### src/rtl/aww_pipe_fifo.sv
// aww_pipe_fifo: elastic pipeline register between two stages.
// DEPTH-entry in-order circular buffer with valid/ready handshake, synchronous
// flush, and a BUBBLE (NOP) payload driven whenever the buffer is empty.
// All outputs are decoded from registered state; no input reaches an output
// combinationally.
module aww_pipe_fifo #(
  parameter int unsigned       WIDTH  = 32,
  parameter int unsigned       DEPTH  = 2,
  parameter logic [WIDTH-1:0]  BUBBLE = '0,
  localparam int unsigned      CNT_W  = $clog2(DEPTH + 1)
) (
  input  logic             CLK,
  input  logic             RST,
  input  logic             flush,
  input  logic             in_valid,
  input  logic [WIDTH-1:0] in_data,
  output logic             in_ready,
  output logic             out_valid,
  output logic [WIDTH-1:0] out_data,
  input  logic             out_ready,
  output logic [CNT_W-1:0] count,
  output logic             full,
  output logic             empty,
  output logic [15:0]      drop_cnt
);

  localparam int unsigned PTR_W = (DEPTH > 1) ? $clog2(DEPTH) : 1;

  logic [WIDTH-1:0] mem [DEPTH];

  logic [PTR_W-1:0] rdPtr_q, rdPtr_d;
  logic [PTR_W-1:0] wrPtr_q, wrPtr_d;
  logic [CNT_W-1:0] count_q, count_d;
  logic [15:0]      drop_q, drop_d;
  logic [16:0]      dropSum;
  logic             push, pop;

  // Explicit wrap so non-power-of-two depths index correctly.
  function automatic logic [PTR_W-1:0] nextPtr(input logic [PTR_W-1:0] p);
    return (p == PTR_W'(DEPTH - 1)) ? '0 : p + 1'b1;
  endfunction

  // Status and handshake outputs, all from registered count.
  always_comb begin
    empty     = (count_q == '0);
    full      = (count_q == CNT_W'(DEPTH));
    in_ready  = ~full;
    out_valid = ~empty;
    out_data  = empty ? BUBBLE : mem[rdPtr_q];
    count     = count_q;
    drop_cnt  = drop_q;
    // in_ready deliberately ignores out_ready: a full buffer never takes a push.
    push      = in_valid & ~full;
    pop       = ~empty & out_ready;
  end

  // Next-state: flush overrides any concurrent push/pop.
  always_comb begin
    rdPtr_d = rdPtr_q;
    wrPtr_d = wrPtr_q;
    count_d = count_q;
    drop_d  = drop_q;
    dropSum = {1'b0, drop_q} + 17'(count_q);
    if (flush) begin
      rdPtr_d = '0;
      wrPtr_d = '0;
      count_d = '0;
      drop_d  = dropSum[16] ? 16'hFFFF : dropSum[15:0];
    end else begin
      if (push) wrPtr_d = nextPtr(wrPtr_q);
      if (pop)  rdPtr_d = nextPtr(rdPtr_q);
      case ({push, pop})
        2'b10:   count_d = count_q + CNT_W'(1);
        2'b01:   count_d = count_q - CNT_W'(1);
        default: count_d = count_q;
      endcase
    end
  end

  // Control state register with synchronous reset.
  always_ff @(posedge CLK) begin
    if (RST) begin
      rdPtr_q <= '0;
      wrPtr_q <= '0;
      count_q <= '0;
      drop_q  <= '0;
    end else begin
      rdPtr_q <= rdPtr_d;
      wrPtr_q <= wrPtr_d;
      count_q <= count_d;
      drop_q  <= drop_d;
    end
  end

  // Payload storage; not reset, masked to BUBBLE at the output while empty.
  always_ff @(posedge CLK) begin
    if (!RST && !flush && push) begin
      mem[wrPtr_q] <= in_data;
    end
  end

endmodule
### config.mk
export PLATFORM = sky130hd
export DESIGN_NAME = aww_pipe_fifo
export DESIGN_NICKNAME = d
export VERILOG_FILES = /design/src/rtl/aww_pipe_fifo.sv
export SDC_FILE = /design/constraint.sdc
export NUM_CORES = 1
export LEC_CHECK = 0
export ABC_AREA = 1
export CORE_UTILIZATION = 53
export CTS_CLUSTER_DIAMETER = 80
export CTS_CLUSTER_SIZE = 10
export DETAILED_ROUTE_END_ITERATION = 10
export PLACE_DENSITY = 0.87
export SLEW_MARGIN = 20
export SYNTH_ARGS = -nofsm -noshare
export SYNTH_HDL_FRONTEND = slang
export SYNTH_SLANG_ARGS = --single-unit
### constraint.sdc
create_clock -name CLK -period 13.37 [get_ports CLK]
set_input_delay 4.011 -clock CLK [delete_from_list [all_inputs] [get_ports CLK]]
set_output_delay 4.011 -clock CLK [all_outputs]
set_load 0.01 [all_outputs]
==> results.toml, run 1 <==
[outcome]
status = "finished clean"

[clock_tree]
cts.path.max_buffers = 2
post_cts_buffers = 0
clkLatencyLatePin_ns = 0.35
numCtsBuffers = 9
cts_tree = "yes"
root_buffer = "clkbuf_8"
clock-sinks = 85
cts.clk_slew.worst_paths_ns = 0.08
ctsHoldBuffers = 0
post_cts_resized = 0
htree_levels = 3

[die]
start_util = 0.562
die_y_um = 85.0
die_w_um = 85.0
ios = 91
core_mm2 = 0.00649
die_area_mm2 = 0.00723
rows = 29

[sta]
relSlewSlack = 0.348
final-hold-violation-count = 0
finalSetupTns_ns = 0
min_period_ns = 6.65
finClkSkew_ns = 0.0118
worst_pin_slew_ns = 0.977
drv_slew = 0
period_share = 0.497
rsz0062_at_grt = "false"
setup_violations = 0
max_freq_mhz = 150

[critical_path]
worstSetupStartpointType = "flip-flop"
required_ns = 9.36
end_kind = "primary output"
max_stage_delay_ns = 0.80
slowest_stage = "inv_1"
crit_type = "flip-flop to primary output"
crit_fanout = 33
path_cells = "inv_1, nand2_1, a21oi_1, clkdlybuf4s50_1"
cp.arrival_ns = 2.64

[final_layout]
drive_gt1_frac = 0.0907
area_growth_pct = 31.4
fillers = 428
multi_input_area_mm2 = 0.00114
regArea_mm2 = 0.00234
diodes = 0
nNetsFinal = 488

[synth]
synth_top_area_frac = 0.526
synthCells = 356
synthMostInstantiatedCell = "nand2_1"
syn_area_per_cell_um2 = 10.3
synthFlopType = "edfxtp_1"
syn-cell-area_mm2 = 0.00365
synth-seq-area-share = 0.641
synth_common_cells = "nand2_1, edfxtp_1, a21oi_1"
synth_nets = 397
synth_top_area_cell = "edfxtp_1"
synthArstFlopShare = 0
ys_top_cells_by_area = "edfxtp_1, dfxtp_1, nand2_1"
synth.distinct_cells = 33
synth_edf_count = 64
synth_seq_cells = 85
yosys_warnings = 0

[pwr]
powerDensity_mw_per_mm2 = 103
power_uw = 492
ir_worst_vdd_mv = 0.0489
power_leakage_uw = 0.00176

[hold_path]
hold_class = "flip-flop to flip-flop"

[global_route]
grt_pass1_wl_um = 12400
grt.total_usage = 0.222
top_usage_layer = "met2"
grt_use_met3 = 0.0623
grt_pass1_vias = 2650
antenna_found_initial = 0
grt_max_degree = 35
overflow = 0
gr-usage-met1 = 0.293
grt.met2_usage = 0.361

[routing]
antenna_left = 0
drt_iter0_drc = 209
drt_first_pass_iters = 5
vias = 2816
wl_um = 7730
viasPerCell = 5.32
drc = 0
wire_per_inst_um = 14.6

[place]
dp_hpwl_um = 5220
portBuffers = 90
gp_congestion = 0.818

[flow_run]
maxCapViolCount = 0
per-stage QoR:
| step | hold WS, ns | cells | cell area, µm² | util | worst slack, ns |
|---|---|---|---|---|---|
| 2_1_floorplan | 0.440 | 356 | 3650 | - | 6.19 |
| 3_3_place_gp | 0.451 | 513 | 4620 | 0.712 | 6.73 |
| 3_5_place_dp | 0.466 | 513 | 4620 | 0.712 | 6.64 |
| 4_1_cts | 0.476 | 529 | 4800 | 0.739 | 6.27 |
| 5_1_grt | 0.498 | 529 | 4800 | 0.739 | 6.50 |
| 6_report | 0.486 | 529 | 4800 | 0.739 | 6.72 |
worst paths after layout:
check                 start            to  slack, ns  cells past startpoint
setup / recovery  flip-flop  out_data[19]       6.72                      4
hold / removal      wrPtr_q       wrPtr_q       0.49                      2
setup reg to reg   count[0]   drop_cnt[1]      11.15                     10
hold reg to reg     wrPtr_q       wrPtr_q       0.49                      2
metal layers:
metal,part of all wire,wire (µm),vias to the layer above
li1,-,-,1376
met1,0.43,3320,1321
met2,0.48,3730,115
met3,0.081,626,4
met4,0.0066,51,0
met5,0,0,-
logic make-up (layout without fill, tap and decap cells):
family | after synthesis | count (layout) | synth area share
AOI/OAI and AO/OA | 51 | 51 | 0.0795
xor gates and xnor gates | 5 | 5 | 0.0120
adders and majority gates | 4 | 4 | 0.0158
buffers and inverters | 45 | 141 | 0.0490
DFF | 85 | 85 | 0.641
and+or+nand+nor | 166 | 166 | 0.202
placed cells by master, fill, tap and decap left out, types with 2 or more instances in the layout:
cell type,count
nand2_1,111
clkdlybuf4s50_1,90
edfxtp_1,64
a21oi_1,38
inv_1,29
nor2_1,20
dfxtp_1,20
nand3_1,11
clkbuf_8,9
a21oi_2,6
nor2_2,5
xor2_1,4
nand4_1,4
nand3_2,3
o21ai_1,3
nor3_1,3
ha_1,3
buf_4,3
inv_2,2
or2_1,2
inv_6,2
clkinvlp_4,2
sequential cells by signal, summed over array words and instances, names as in the netlist, named ones only:
register  cells
drop_cnt     16
rdPtr_q       1
mem          64
count         2
wrPtr_q       1
critical path, delay by kind of cell (launching register included):
family	cells	cell delay [ns]
buffers and inverters	2	1.38
flip-flops	1	0.52
AO/OA/AOI/OAI	1	0.26
AND/OR/NAND/NOR	1	0.12
where the power goes:
| part | switching, µW | internal (µW) | leakage, µW |
|---|---|---|---|
| registers | 2.38 | 288 | 0.000751 |
| logic | 20.8 | 23.1 | 0.000929 |
| clock network | 89.1 | 68.7 | 0.0000833 |
| total | 112 | 380 | 0.00176 |
area by class of cell:
type                    count  share of cell area
flip-flops and latches     85               0.488
multi-input cells         226               0.238
repair buffers             93               0.192
clock buffers              10              0.0266
inverters                  32              0.0250
well taps                  77              0.0201
clock inverters             6             0.00965
No activity file was read; power rests on OpenSTA's default activity.
==> run 2, diff against run 1 <==
- CORE_UTILIZATION: 53 -> 49
- PLACE_DENSITY: 0.87 -> 0.82
- clock period: 13.37 -> 6.3 ns (I/O delays scaled with it)
==> run 2 against run 1 <==
Net effect: count of clock-buffer cells in the layout is the same; register-to-register slack worse by 7.1 ns; design area rose by 1.1%; critical path depth increased by 1; critical endpoint is now out_data[10]; flip-flop and latch count unchanged; via count fell by 2.0%; first-iteration DRC count is 28% lower; highest routed layer unchanged; power is 120% higher.
==> results.toml, run 2 (synthesized netlist as in run 1, its figures left out) <==
[pwr]
power_leakage_uw = 0.00177
switchingPower_uw = 247
seqPwrFrac = 0.562
p_clk_frac = 0.352
swShare = 0.226
combPwrFrac = 0.086
power_uw = 1090
intPower_uw = 846
powerDensity_mw_per_mm2 = 225
ir_worst_vdd_mv = 0.117

[die]
start_util = 0.506
core_mm2 = 0.00721
die_area_mm2 = 0.00780
die_y_um = 88.3
rows = 31
ios = 91
die_w_um = 88.3

[critical_path]
required_ns = 4.41
crit_type = "flip-flop to primary output"
max_stage_delay_ns = 0.72
rrSetupSlack_ns = 4.07
worstSetupStartpointType = "flip-flop"
crit_buf_inv = 3
crit_fanout = 33
cp_top_family = "buffers and inverters"
cp.arrival_ns = 2.56
end_kind = "primary output"
path_cells = "buf_4, inv_1, nand2_1, a21oi_1, clkdlybuf4s50_1"
slowest_stage = "inv_1"

[place]
dp_hpwl_um = 5160
gp_congestion = 0.839
portBuffers = 90
placed_cells = 535
pre_cts_ws_ns = 2.03

[clock_tree]
post_cts_resized = 0
cts.path.max_buffers = 2
numCtsBuffers = 9
cts.clk_slew.worst_paths_ns = 0.09
root_buffer = "clkbuf_8"
ctsHoldBuffers = 0
cts_tree = "yes"
clock-sinks = 85
htree_levels = 3
post_cts_buffers = 0
clkLatencyLatePin_ns = 0.35

[final_layout]
fin_cells = 551
final_cell_mix = "nand2_1, clkdlybuf4s50_1, edfxtp_1"
largest_reg_flops = 64
area_growth_pct = 32.9
regMostFlops = "mem"
drive_gt1_frac = 0.0885
diodes = 0
mostFrequentLayoutCell = "nand2_1"
nNetsFinal = 488

[global_route]
grt.total_usage = 0.208
antenna_found_initial = 0
overflow = 0
grt_pass1_wl_um = 12200
grt_max_degree = 35
grt_pass1_vias = 2577

[routing]
wl_um = 7770
drc = 0
drt_first_pass_iters = 4
wire_per_inst_um = 14.1
antenna_left = 0
vias = 2760
drt_iter0_drc = 151
viasPerCell = 5.01

[hold_path]
hold_class = "flip-flop to flip-flop"

[sta]
period_share = 0.707
setup_violations = 0
drv_slew = 0
worst_pin_slew_ns = 0.938
finClkSkew_ns = 0.00859
max_freq_mhz = 225
final-hold-violation-count = 0
fin_ws_ns = 1.85
rsz0062_at_grt = "false"
relSlewSlack = 0.374
finalSetupTns_ns = 0
min_period_ns = 4.45

[flow_run]
maxCapViolCount = 0

[outcome]
status = "finished clean"
[run 2: layer usage]
metal | up-vias | part of all wire | global-route usage
li1 | 1368 | - | -
met1 | 1286 | 0.43 | 0.268
met2 | 99 | 0.49 | 0.334
met3 | 7 | 0.077 | 0.0700
met4 | 0 | 0.0090 | 0.0645
met5 | - | 0 | 0
[run 2: layout make-up]
class	count	area [µm²]
clock buffers	10	128
clock inverters	6	70.1
fillers	552	2360
inverters	32	120
multi-input cells	226	1150
flip-flops and latches	85	2340
well taps	99	124
repair buffers	93	923
[run 2: tightest hold or removal path, cell delays in order (launching register included)]
cell and delay (ns):
dfxtp_1 0.32, nand2_1 0.06, a21oi_1 0.05
[run 2: metrics by stage]
step                hold slack [ns]   util  area [µm²]
global placement              0.450  0.645        4660
finish                        0.469  0.673        4850
detailed placement            0.460  0.645        4660
floorplan                     0.440      -        3650
global route                  0.490  0.673        4850
CTS                           0.472  0.673        4850
[run 2: power groups by stage]
stage | sequential, µW | clock (µW) | combinational, µW
6_report | 615 | 385 | 94.1
5_1_grt | 616 | 414 | 102
4_1_cts | 615 | 389 | 95.0
3_5_place_dp | 628 | 0 | 94.6
3_3_place_gp | 627 | 0 | 92.4
2_1_floorplan | 628 | 0 | 35.5
[run 2: final timing paths]
path         depth (start not counted)            to      start
max                                  5  out_data[10]  flip-flop
min                                  2       wrPtr_q    wrPtr_q
max reg2reg                         10   drop_cnt[1]   count[0]
min reg2reg                          2       wrPtr_q    wrPtr_q
